$ cat config.mk
export PLATFORM = sky130hd
export DESIGN_NAME = adc733_sport_tx_flat
export DESIGN_NICKNAME = d
export VERILOG_FILES = /design/src/rtl/adc733_sport_tx_if.sv /design/src/rtl/adc733_sport_tx.sv /design/src/flat_wrapper.sv
export SDC_FILE = /design/constraint.sdc
export NUM_CORES = 1
export LEC_CHECK = 0
export CORE_MARGIN = 1.5
export CORE_UTILIZATION = 50
export DETAILED_ROUTE_END_ITERATION = 10
export MAX_ROUTING_LAYER = met4
export PLACE_DENSITY_LB_ADDON = 0.05
export SLEW_MARGIN = 20
export SYNTH_ARGS = -nofsm -noshare
export SYNTH_HDL_FRONTEND = slang
export SYNTH_SLANG_ARGS = --single-unit
$ cat constraint.sdc
create_clock -name clk -period 3 [get_ports clk]
set_input_delay 0.3 -clock clk [delete_from_list [all_inputs] [get_ports clk]]
set_output_delay 0.3 -clock clk [all_outputs]
set_load 0.01 [all_outputs]
$ cat src/rtl/adc733_sport_tx_if.sv
// Sample-word handshake between the ADC capture path and the serial-port transmitter.
interface adc733_sport_tx_if #(
   parameter int DATA_W = 16
);
   logic [DATA_W-1:0] s_data;
   logic              s_valid;
   logic              s_ready;

   modport master (
      output s_data,
      output s_valid,
      input  s_ready
   );

   modport slave (
      input  s_data,
      input  s_valid,
      output s_ready
   );
endinterface

$ cat src/rtl/adc733_sport_tx.sv
// Serial-port transmitter: shifts one sample word per frame, MSB first, with a frame sync
// on the MSB bit period and a round-robin channel tag per frame.
//
// state    | meaning
// ---------+---------------------------------------------------------------
// ST_IDLE  | no frame; s_ready follows se
// ST_ARM   | word captured, waiting for the next SCLK fall to drive the MSB
// ST_SHIFT | bits on the wire; bit_cnt counts remaining lower bits
module adc733_sport_tx #(
   parameter int DATA_W  = 16,
   parameter int CLK_DIV = 2,
   parameter int NUM_CH  = 6
) (
   input  logic                    clk,
   input  logic                    rst_l,
   input  logic                    se,
   input  logic                    sync,
   adc733_sport_tx_if.slave        s,
   output logic                    SCLK,
   output logic                    SDOFS,
   output logic                    SDO,
   output logic [2:0]              ch_idx,
   output logic                    busy,
   output logic                    frame_done
);

   localparam int DIV_W = (CLK_DIV > 1) ? $clog2(CLK_DIV) : 1;
   localparam int BC_W  = (DATA_W > 1) ? $clog2(DATA_W) : 1;
   localparam logic [DIV_W-1:0] DIV_LAST = DIV_W'(CLK_DIV - 1);
   localparam logic [BC_W-1:0]  BIT_TOP  = BC_W'(DATA_W - 1);
   localparam logic [2:0]       CH_LAST  = 3'(NUM_CH - 1);

   typedef enum logic [1:0] {
      ST_IDLE,
      ST_ARM,
      ST_SHIFT
   } state_t;

   state_t              state_q, state_d;
   logic [DIV_W-1:0]    div_q, div_d;
   logic                sclk_q, sclk_d;
   logic                sdo_q, sdo_d;
   logic                sdofs_q, sdofs_d;
   logic                done_q, done_d;
   logic [DATA_W-1:0]   shift_q, shift_d;
   logic [BC_W-1:0]     bit_cnt_q, bit_cnt_d;
   logic [2:0]          ch_cnt_q, ch_cnt_d;
   logic [2:0]          frame_ch_q, frame_ch_d;

   logic div_tc;
   logic fall_tick;
   logic ready_int;
   logic accept;

   assign div_tc    = (div_q == DIV_LAST);
   assign fall_tick = se && div_tc && sclk_q;
   assign ready_int = (state_q == ST_IDLE) && se;
   assign accept    = s.s_valid && ready_int;

   always_comb begin
      state_d    = state_q;
      div_d      = div_q;
      sclk_d     = sclk_q;
      sdo_d      = sdo_q;
      sdofs_d    = sdofs_q;
      done_d     = 1'b0;
      shift_d    = shift_q;
      bit_cnt_d  = bit_cnt_q;
      ch_cnt_d   = ch_cnt_q;
      frame_ch_d = frame_ch_q;

      if (!se) begin
         div_d  = '0;
         sclk_d = 1'b0;
      end else if (div_tc) begin
         div_d  = '0;
         sclk_d = ~sclk_q;
      end else begin
         div_d  = div_q + DIV_W'(1);
      end

      if (sync) begin
         ch_cnt_d = 3'd0;
      end

      case (state_q)
         ST_IDLE: begin
            if (accept) begin
               shift_d    = s.s_data;
               // A sync coinciding with accept makes this word channel 0.
               frame_ch_d = sync ? 3'd0 : ch_cnt_q;
               if (sync) begin
                  ch_cnt_d = 3'd1;
               end else begin
                  ch_cnt_d = (ch_cnt_q == CH_LAST) ? 3'd0 : ch_cnt_q + 3'd1;
               end
               state_d    = ST_ARM;
            end
         end

         ST_ARM: begin
            if (!se) begin
               sdo_d   = 1'b0;
               sdofs_d = 1'b0;
               state_d = ST_IDLE;
            end else if (fall_tick) begin
               sdofs_d   = 1'b1;
               sdo_d     = shift_q[DATA_W-1];
               shift_d   = shift_q << 1;
               bit_cnt_d = BIT_TOP;
               state_d   = ST_SHIFT;
            end
         end

         ST_SHIFT: begin
            if (!se) begin
               sdo_d   = 1'b0;
               sdofs_d = 1'b0;
               state_d = ST_IDLE;
            end else if (fall_tick) begin
               sdofs_d = 1'b0;
               if (bit_cnt_q != '0) begin
                  sdo_d     = shift_q[DATA_W-1];
                  shift_d   = shift_q << 1;
                  bit_cnt_d = bit_cnt_q - BC_W'(1);
               end else begin
                  sdo_d   = 1'b0;
                  done_d  = 1'b1;
                  state_d = ST_IDLE;
               end
            end
         end

         default: begin
            state_d = ST_IDLE;
         end
      endcase
   end

   always_ff @(posedge clk) begin
      if (!rst_l) begin
         state_q    <= ST_IDLE;
         div_q      <= '0;
         sclk_q     <= 1'b0;
         sdo_q      <= 1'b0;
         sdofs_q    <= 1'b0;
         done_q     <= 1'b0;
         shift_q    <= '0;
         bit_cnt_q  <= '0;
         ch_cnt_q   <= 3'd0;
         frame_ch_q <= 3'd0;
      end else begin
         state_q    <= state_d;
         div_q      <= div_d;
         sclk_q     <= sclk_d;
         sdo_q      <= sdo_d;
         sdofs_q    <= sdofs_d;
         done_q     <= done_d;
         shift_q    <= shift_d;
         bit_cnt_q  <= bit_cnt_d;
         ch_cnt_q   <= ch_cnt_d;
         frame_ch_q <= frame_ch_d;
      end
   end

   // Dropping se silences the wire within the same cycle, not one clock later.
   assign SCLK       = sclk_q && se;
   assign SDO        = sdo_q && se;
   assign SDOFS      = sdofs_q && se;
   assign s.s_ready  = ready_int && rst_l;
   assign busy       = (state_q != ST_IDLE);
   assign frame_done = done_q;
   assign ch_idx     = frame_ch_q;

endmodule

$ cat src/flat_wrapper.sv
// flat-port wrapper written by rule: the top's interface ports become plain ports
module adc733_sport_tx_flat 
#(
   parameter int DATA_W  = 16,
   parameter int CLK_DIV = 2,
   parameter int NUM_CH  = 6
)
  (clk, rst_l, se, sync, SCLK, SDOFS, SDO, ch_idx, busy, frame_done, s_s_data, s_s_valid, s_s_ready);
  adc733_sport_tx_if #(.DATA_W(DATA_W)) s_i ();
  input  logic clk;
  input  logic rst_l;
  input  logic se;
  input  logic sync;
  output logic SCLK;
  output logic SDOFS;
  output logic SDO;
  output logic [2:0] ch_idx;
  output logic busy;
  output logic frame_done;
  input wire logic [$bits(s_i.s_data)-1:0] s_s_data;
  input wire logic [$bits(s_i.s_valid)-1:0] s_s_valid;
  output wire logic [$bits(s_i.s_ready)-1:0] s_s_ready;
  assign s_i.s_data = s_s_data;
  assign s_i.s_valid = s_s_valid;
  assign s_s_ready = s_i.s_ready;
  adc733_sport_tx #(.DATA_W(DATA_W), .CLK_DIV(CLK_DIV), .NUM_CH(NUM_CH)) u_core (.clk(clk), .rst_l(rst_l), .se(se), .sync(sync), .s(s_i), .SCLK(SCLK), .SDOFS(SDOFS), .SDO(SDO), .ch_idx(ch_idx), .busy(busy), .frame_done(frame_done));
endmodule
# Word level (Yosys, flattened, before mapping)

Index checks and enable logic that the tools add are counted.

Mux-type cells: 37
Reduce and logical (&&, ||, !) cells: 21
Equal/unequal tests: 12
Add/sub/neg operators: 3
Bitwise gates (word level): 3

Operator list:

| operator                                         | count |
|---|---|
| 2-to-1 mux 16 bit                                | 6 |
| one-hot mux 16 bit (3 select lines)              | 1 |
| 2-to-1 mux 4 bit                                 | 5 |
| 2-to-1 mux 3 bit                                 | 5 |
| 2-to-1 mux 2 bit                                 | 6 |
| 2-to-1 mux 1 bit                                 | 10 |
| logical AND 1 bit                                | 8 |
| != test 2 x 1 -> 1 bit, second input constant    | 4 |
| one-hot mux 4 bit (2 select lines)               | 1 |
| AND reduction 4 bit                              | 2 |
| AND reduction 7 bit                              | 1 |
| != test 3 x 2 -> 1 bit, second input constant    | 2 |
| one-hot mux 2 bit (3 select lines)               | 1 |
| AND reduction 6 bit                              | 1 |
| != test 2 bit, second input constant             | 2 |
| one-hot mux 1 bit (2 select lines)               | 2 |
| AND reduction 2 bit                              | 2 |
| nonzero test 2 bit                               | 2 |
| nonzero test 4 bit                               | 1 |
| subtractor 4 x 1 -> 4 bit, second input constant | 1 |
| adder 3 x 1 -> 3 bit, second input constant      | 1 |
| == test 3 bit, second input constant             | 1 |
| != test 3 bit, second input constant             | 1 |
| inverter 1 bit                                   | 3 |
| other kinds (7)                                  | 7 |

Output and inout bits: 9
Word-level logic and storage cells: 86
Register bits after elaboration: 33
Input bits: 21

# Longest topological paths before layout

Word-level depth: 5
Depth in mapped cells: 8
Mapped depth without buffers: 6

# Least setup slack after synthesis

No wires, ideal clock.

Path kind: reg2reg
Start point: register u_core.state_q[0]
End point: register u_core.shift_q[4]
Buffers on the path: 2
Cell stages (with the launch flop): 9
Arrival: 1.689 ns
Slack: 1.195 ns
Library setup time: 0.116 ns
Period minus slack after synthesis: 1.805 ns
Data required time: 2.884 ns
Cell sequence: dfxtp_1 -> inv_1 -> ha_1 -> buf_6 -> or2_4 -> a221oi_4 -> buf_6 -> nand2_1 -> o211a_1

Cells in the longest elaborated chain, start to end: 5
Elaborated cells on any way between the ends: 14
Classes of those cells: 8 x eq/ne; 1 x mux; 5 x reduce/logical

RTL lines:

| element                                 | line                                         | source |
|---|---|---|
| start: declaration                      | adc733_sport_tx.sv:39                        | `state_t state_q, state_d;` |
| start signal: assignment                | adc733_sport_tx.sv:153                       | `state_q <= state_d;` |
| zero test 2 bit                         | adc733_sport_tx.sv:57, adc733_sport_tx.sv:86 |  |
| logical AND 1 bit                       | adc733_sport_tx.sv:57                        | `assign ready_int = (state_q == ST_IDLE) && se;` |
| logical AND 1 bit                       | adc733_sport_tx.sv:58                        | `assign accept = s.s_valid && ready_int;` |
| != test 2 x 1 -> 1 bit (no source line) | n/a                                          |  |
| AND reduction 7 bit (no source line)    | n/a                                          |  |
| end signal: assignment                  | adc733_sport_tx.sv:159                       | `shift_q <= shift_d;` |
| end: declaration                        | adc733_sport_tx.sv:45                        | `logic [DATA_W-1:0] shift_q, shift_d;` |

Parallel ways exist; a longest one is shown, timed or not.
A chain may end at the register's enable or synchronous reset.

# Worst setup path after layout

Start point: register u_core.state_q[1]
End point: register u_core.shift_q[4]

The elaborated chain is that of the path after synthesis.

==> flow_metrics.py <==
metrics = {
    "cts": {
        "clk_latency_ns": 0.34,
        "cts_tree": "done",
        "hold_buffers": 0,
        "post-cts-setup-buffer-count": 0,
        "clock-sinks": 33,
        "htree_levels": 2,
        "clockRootBuffer": "sky130_fd_sc_hd__clkbuf_4",
        "numCtsBuffers": 5,
        "clkSlewWorstSetupHoldPaths_ns": 0.11,
        "post_cts_resized": 0,
        "clock_tree.buffer_depth": 2,
    },
    "finish": {
        "layout.cells.most_common_list": "33 x sky130_fd_sc_hd__dfxtp_1, 29 x sky130_fd_sc_hd__clkdlybuf4s50_1, 23 x sky130_fd_sc_hd__nand2_1, 17 x sky130_fd_sc_hd__mux2i_1, 16 x sky130_fd_sc_hd__o211a_1",
        "design_area_mm2": 0.002078,
        "multi_input_area_um2": 939.7,
        "fill_cells": 314,
        "layout.nets": 231,
        "seqCellArea_um2": 660.6,
        "area_growth_syn_to_layout_pct": 21.51,
        "antennaDiodeCount": 0,
        "leading_cell_type_in_the_layout_fill_and_taps_excluded": "sky130_fd_sc_hd__dfxtp_1",
        "drive_above_1_share_pct": 9.268,
    },
    "detailed_routing": {
        "met2RoutedLength_um": 1510,
        "remaining_drc_errors": 0,
        "detailroute.wirelength.met3_um": 148,
        "topRoutingLayerUsed": "met4",
        "vias": 1304,
        "route.final.wire_length_um": 3072,
        "met1Wirelength_um": 1356,
        "vias_per_cell": 5.195,
        "drt_iter0_drc": 39,
        "wire_per_inst_um": 12.24,
        "ant_nets": 0,
        "drtPass1Iterations": 4,
    },
    "logic_synthesis": {
        "synth_fp_nets": 202,
        "synthesis.area_mm2": 0.001710,
        "synth_area_leaders": "sky130_fd_sc_hd__dfxtp_1 39%, sky130_fd_sc_hd__mux2i_1 9.9%, sky130_fd_sc_hd__o211a_1 9.4%, sky130_fd_sc_hd__nand2_1 5.0%, sky130_fd_sc_hd__ha_1 4.4%",
        "yosysWarningCount": 0,
        "synth_cells": 175,
        "yosys_reg_bits": 33,
        "synth-edff-count": 0,
        "synthArstFlopShare_pct": 0,
        "ys_types": 36,
        "post_synth.cell_area_avg_um2": 9.774,
        "synth_largest_type_area_fraction_pct": 38.62,
        "synth_flop_cell": "sky130_fd_sc_hd__dfxtp_1",
        "post-synth-top-area-cell": "sky130_fd_sc_hd__dfxtp_1",
        "yosysSeqAreaShare_pct": 38.62,
    },
    "floorplanning": {
        "die_width_um": 61.49,
        "fp-row-count": 21,
        "design.die.area_mm2": 0.003780,
        "start_util_pct": 51.66,
        "ports_placed_on_the_boundary": 30,
        "placeableCoreArea_mm2": 0.003311,
        "die_height_um": 61.49,
    },
    "global_routing": {
        "number_of_antenna_violations_at_the_first_check_in_global_routing": 0,
        "first_pass_grt_wire_length_um": 5071,
        "grt_use_total_pct": 18.96,
        "via_count_of_the_first_global_routing_pass": 1185,
        "largest_net_degree_at_the_start_of_global_routing": 33,
        "globalRoute.totalOverflow": 0,
    },
    "sta": {
        "worst_slew_margin_rel_pct": 72.20,
        "report.final.hold_viol_count": 0,
        "finalMaxSlewViolations": 0,
        "grt_setup_unrepaired": "no",
        "finalWorstPathRequiredPeriod_ns": 2.195,
        "timing.clock.skew_ns": 0.01697,
        "max_clock_freq_ghz": 0.4556,
        "finalSetupViolCount": 0,
        "period_share_pct": 73.17,
        "timing_worst_slew_pin_value_ns": 0.4157,
        "setup-tns-final_ns": 0,
    },
    "setup_path": {
        "worst_endpoint_data_arrival_time_ns": 2.43,
        "end_kind": "flip-flop",
        "reg2reg_from": "u_core.state_q[1]",
        "timing.setup.critical_path_class": "flip-flop to flip-flop",
        "worstSetupStartpoint": "u_core.state_q[1]",
        "path_cells": "inv_1, ha_1, buf_4, nand2b_1, a221oi_4, buf_4, nand2_1, o211a_1",
        "regToRegSetupSlack_ns": 0.81,
        "slowest_stage": "sky130_fd_sc_hd__dfxtp_1",
        "crit_path_max_cell_delay_ns": 0.40,
        "reg2reg_to": "u_core.shift_q[4]",
        "crit_top_cell": "sky130_fd_sc_hd__buf_4",
        "data_required_time_of_the_worst_path_ns": 3.23,
        "worstRegToRegCells": 8,
        "cp-start-kind": "flip-flop",
        "worst-path-max-fanout": 32,
    },
    "flow_run": {
        "timing.max_cap.violations": 0,
    },
    "power_and_ir_drop": {
        "total_leakage_power_nw": 0.9476,
        "pwr_density_cell_mw_per_mm2": 744.8,
        "power.ir.vdd_worst_v": 0.0005041,
    },
    "placed_design": {
        "port_buffers": 29,
        "post-dp-hpwl_um": 2170,
        "globalplace.congestion": 0.7542,
        "total_cell_area_at_the_placement_stage_mm2": 0.001993,
    },
    "worst_hold_path": {
        "worstHoldPathType": "flip-flop to flip-flop",
        "hold_path_startpoint": "u_core.sdo_q",
        "worstHoldPathCells": 2,
        "min_to": "u_core.sdo_q",
    },
    "run_status": {
        "run_status": "finished, final reports clean",
    },
}
==> power by group <==
group	internal, mW	leakage [nW]	switching, mW
clock network	0.199	0.0455	0.150
logic	0.305	0.633	0.302
registers	0.537	0.269	0.0546
total	1.04	0.948	0.507
==> critical path: cells and delay by family (launching register included) <==
kind	cells	cell delay [ns]
buf+inv	3	0.73
compound gates	2	0.39
fa+ha+maj	1	0.31
simple gates	2	0.24
flops	1	0.40
==> sequential cells by signal, summed over array words and instances (netlist names) <==
register	cells
u_core.div_q	1
u_core.sdofs_q	1
u_core.sdo_q	1
u_core.sclk_q	1
u_core.state_q	2
u_core.ch_idx	3
u_core.frame_done	1
u_core.shift_q	16
u_core.bit_cnt_q	4
u_core.ch_cnt_q	3
==> worst max path at each step <==
stage                                    end  slack, ns  depth (start not counted)
final                      u_core.shift_q[4]       0.81                          8
after global routing       u_core.shift_q[7]       0.63                          8
after CTS                  u_core.shift_q[4]       0.80                          8
after detailed placement   u_core.shift_q[7]       0.73                          6
after global placement    u_core.shift_q[13]       0.78                          6
after floorplan            u_core.shift_q[4]       1.19                          8
==> kinds of logic (layout without fill, tap and decap cells) <==
logic type               count (synthesis)  count (layout)  synth area share, %
adder cells (fa/ha/maj)                  6               6                4.389
multiplexers                            17              17                9.949
AND/OR/NAND/NOR                         68              68                22.53
flip-flops                              33              33                38.62
XOR/XNOR                                 2               2                1.024
buffers and inverters                   16              46                6.437
AO/OA/AOI/OAI                           33              33                17.05
==> per-stage QoR <==
| step | power, mW | hold slack (ns) | std cells | setup slack, ns | utilization, % |
|---|---|---|---|---|---|
| floorplan | 1.115 | 0.4261 | 175 | 1.195 | - |
| global placement | 1.188 | 0.4355 | 243 | 0.7846 | 60.20 |
| detailed placement | 1.213 | 0.4460 | 243 | 0.7264 | 60.20 |
| CTS | 1.564 | 0.4590 | 251 | 0.8017 | 62.77 |
| global route | 1.657 | 0.4880 | 251 | 0.6282 | 62.77 |
| finish | 1.548 | 0.4516 | 251 | 0.8050 | 62.77 |
==> layout make-up <==
cell class | instances | area share (%)
repair buffers | 32 | 15.05
clock buffers | 7 | 2.649
inverters | 6 | 1.084
flip-flops and latches | 33 | 31.79
clock inverters | 1 | 1.445
multi-input cells | 126 | 45.21
well taps | 46 | 2.769
==> synthesized netlist by cell type (2+ instances only) <==
library cell               instances
sky130_fd_sc_hd__o21ai_2           2
sky130_fd_sc_hd__ha_1              6
sky130_fd_sc_hd__xnor2_1           2
sky130_fd_sc_hd__dfxtp_1          33
sky130_fd_sc_hd__nand2b_1          2
sky130_fd_sc_hd__a21oi_1           6
sky130_fd_sc_hd__o21ai_1           4
sky130_fd_sc_hd__nand2_1          23
sky130_fd_sc_hd__nor2_1            7
sky130_fd_sc_hd__nor3b_1           5
sky130_fd_sc_hd__inv_1             6
sky130_fd_sc_hd__nand3_1           7
sky130_fd_sc_hd__mux2i_1          17
sky130_fd_sc_hd__o211a_1          16
sky130_fd_sc_hd__clkbuf_1          2
sky130_fd_sc_hd__buf_2             2
sky130_fd_sc_hd__and2_1            5
sky130_fd_sc_hd__buf_6             5
sky130_fd_sc_hd__nor3_1            3
sky130_fd_sc_hd__nor2b_1           6
==> metal layers <==
| layer | up-vias | GRT usage (%) |
|---|---|---|
| met3 | 5 | 5.672 |
| li1 | 675 | - |
| met5 | - | - |
| met2 | 25 | 30.98 |
| met1 | 599 | 21.11 |
| met4 | 0 | 8.815 |
Note: power is estimated with default switching activity, not from simulation.
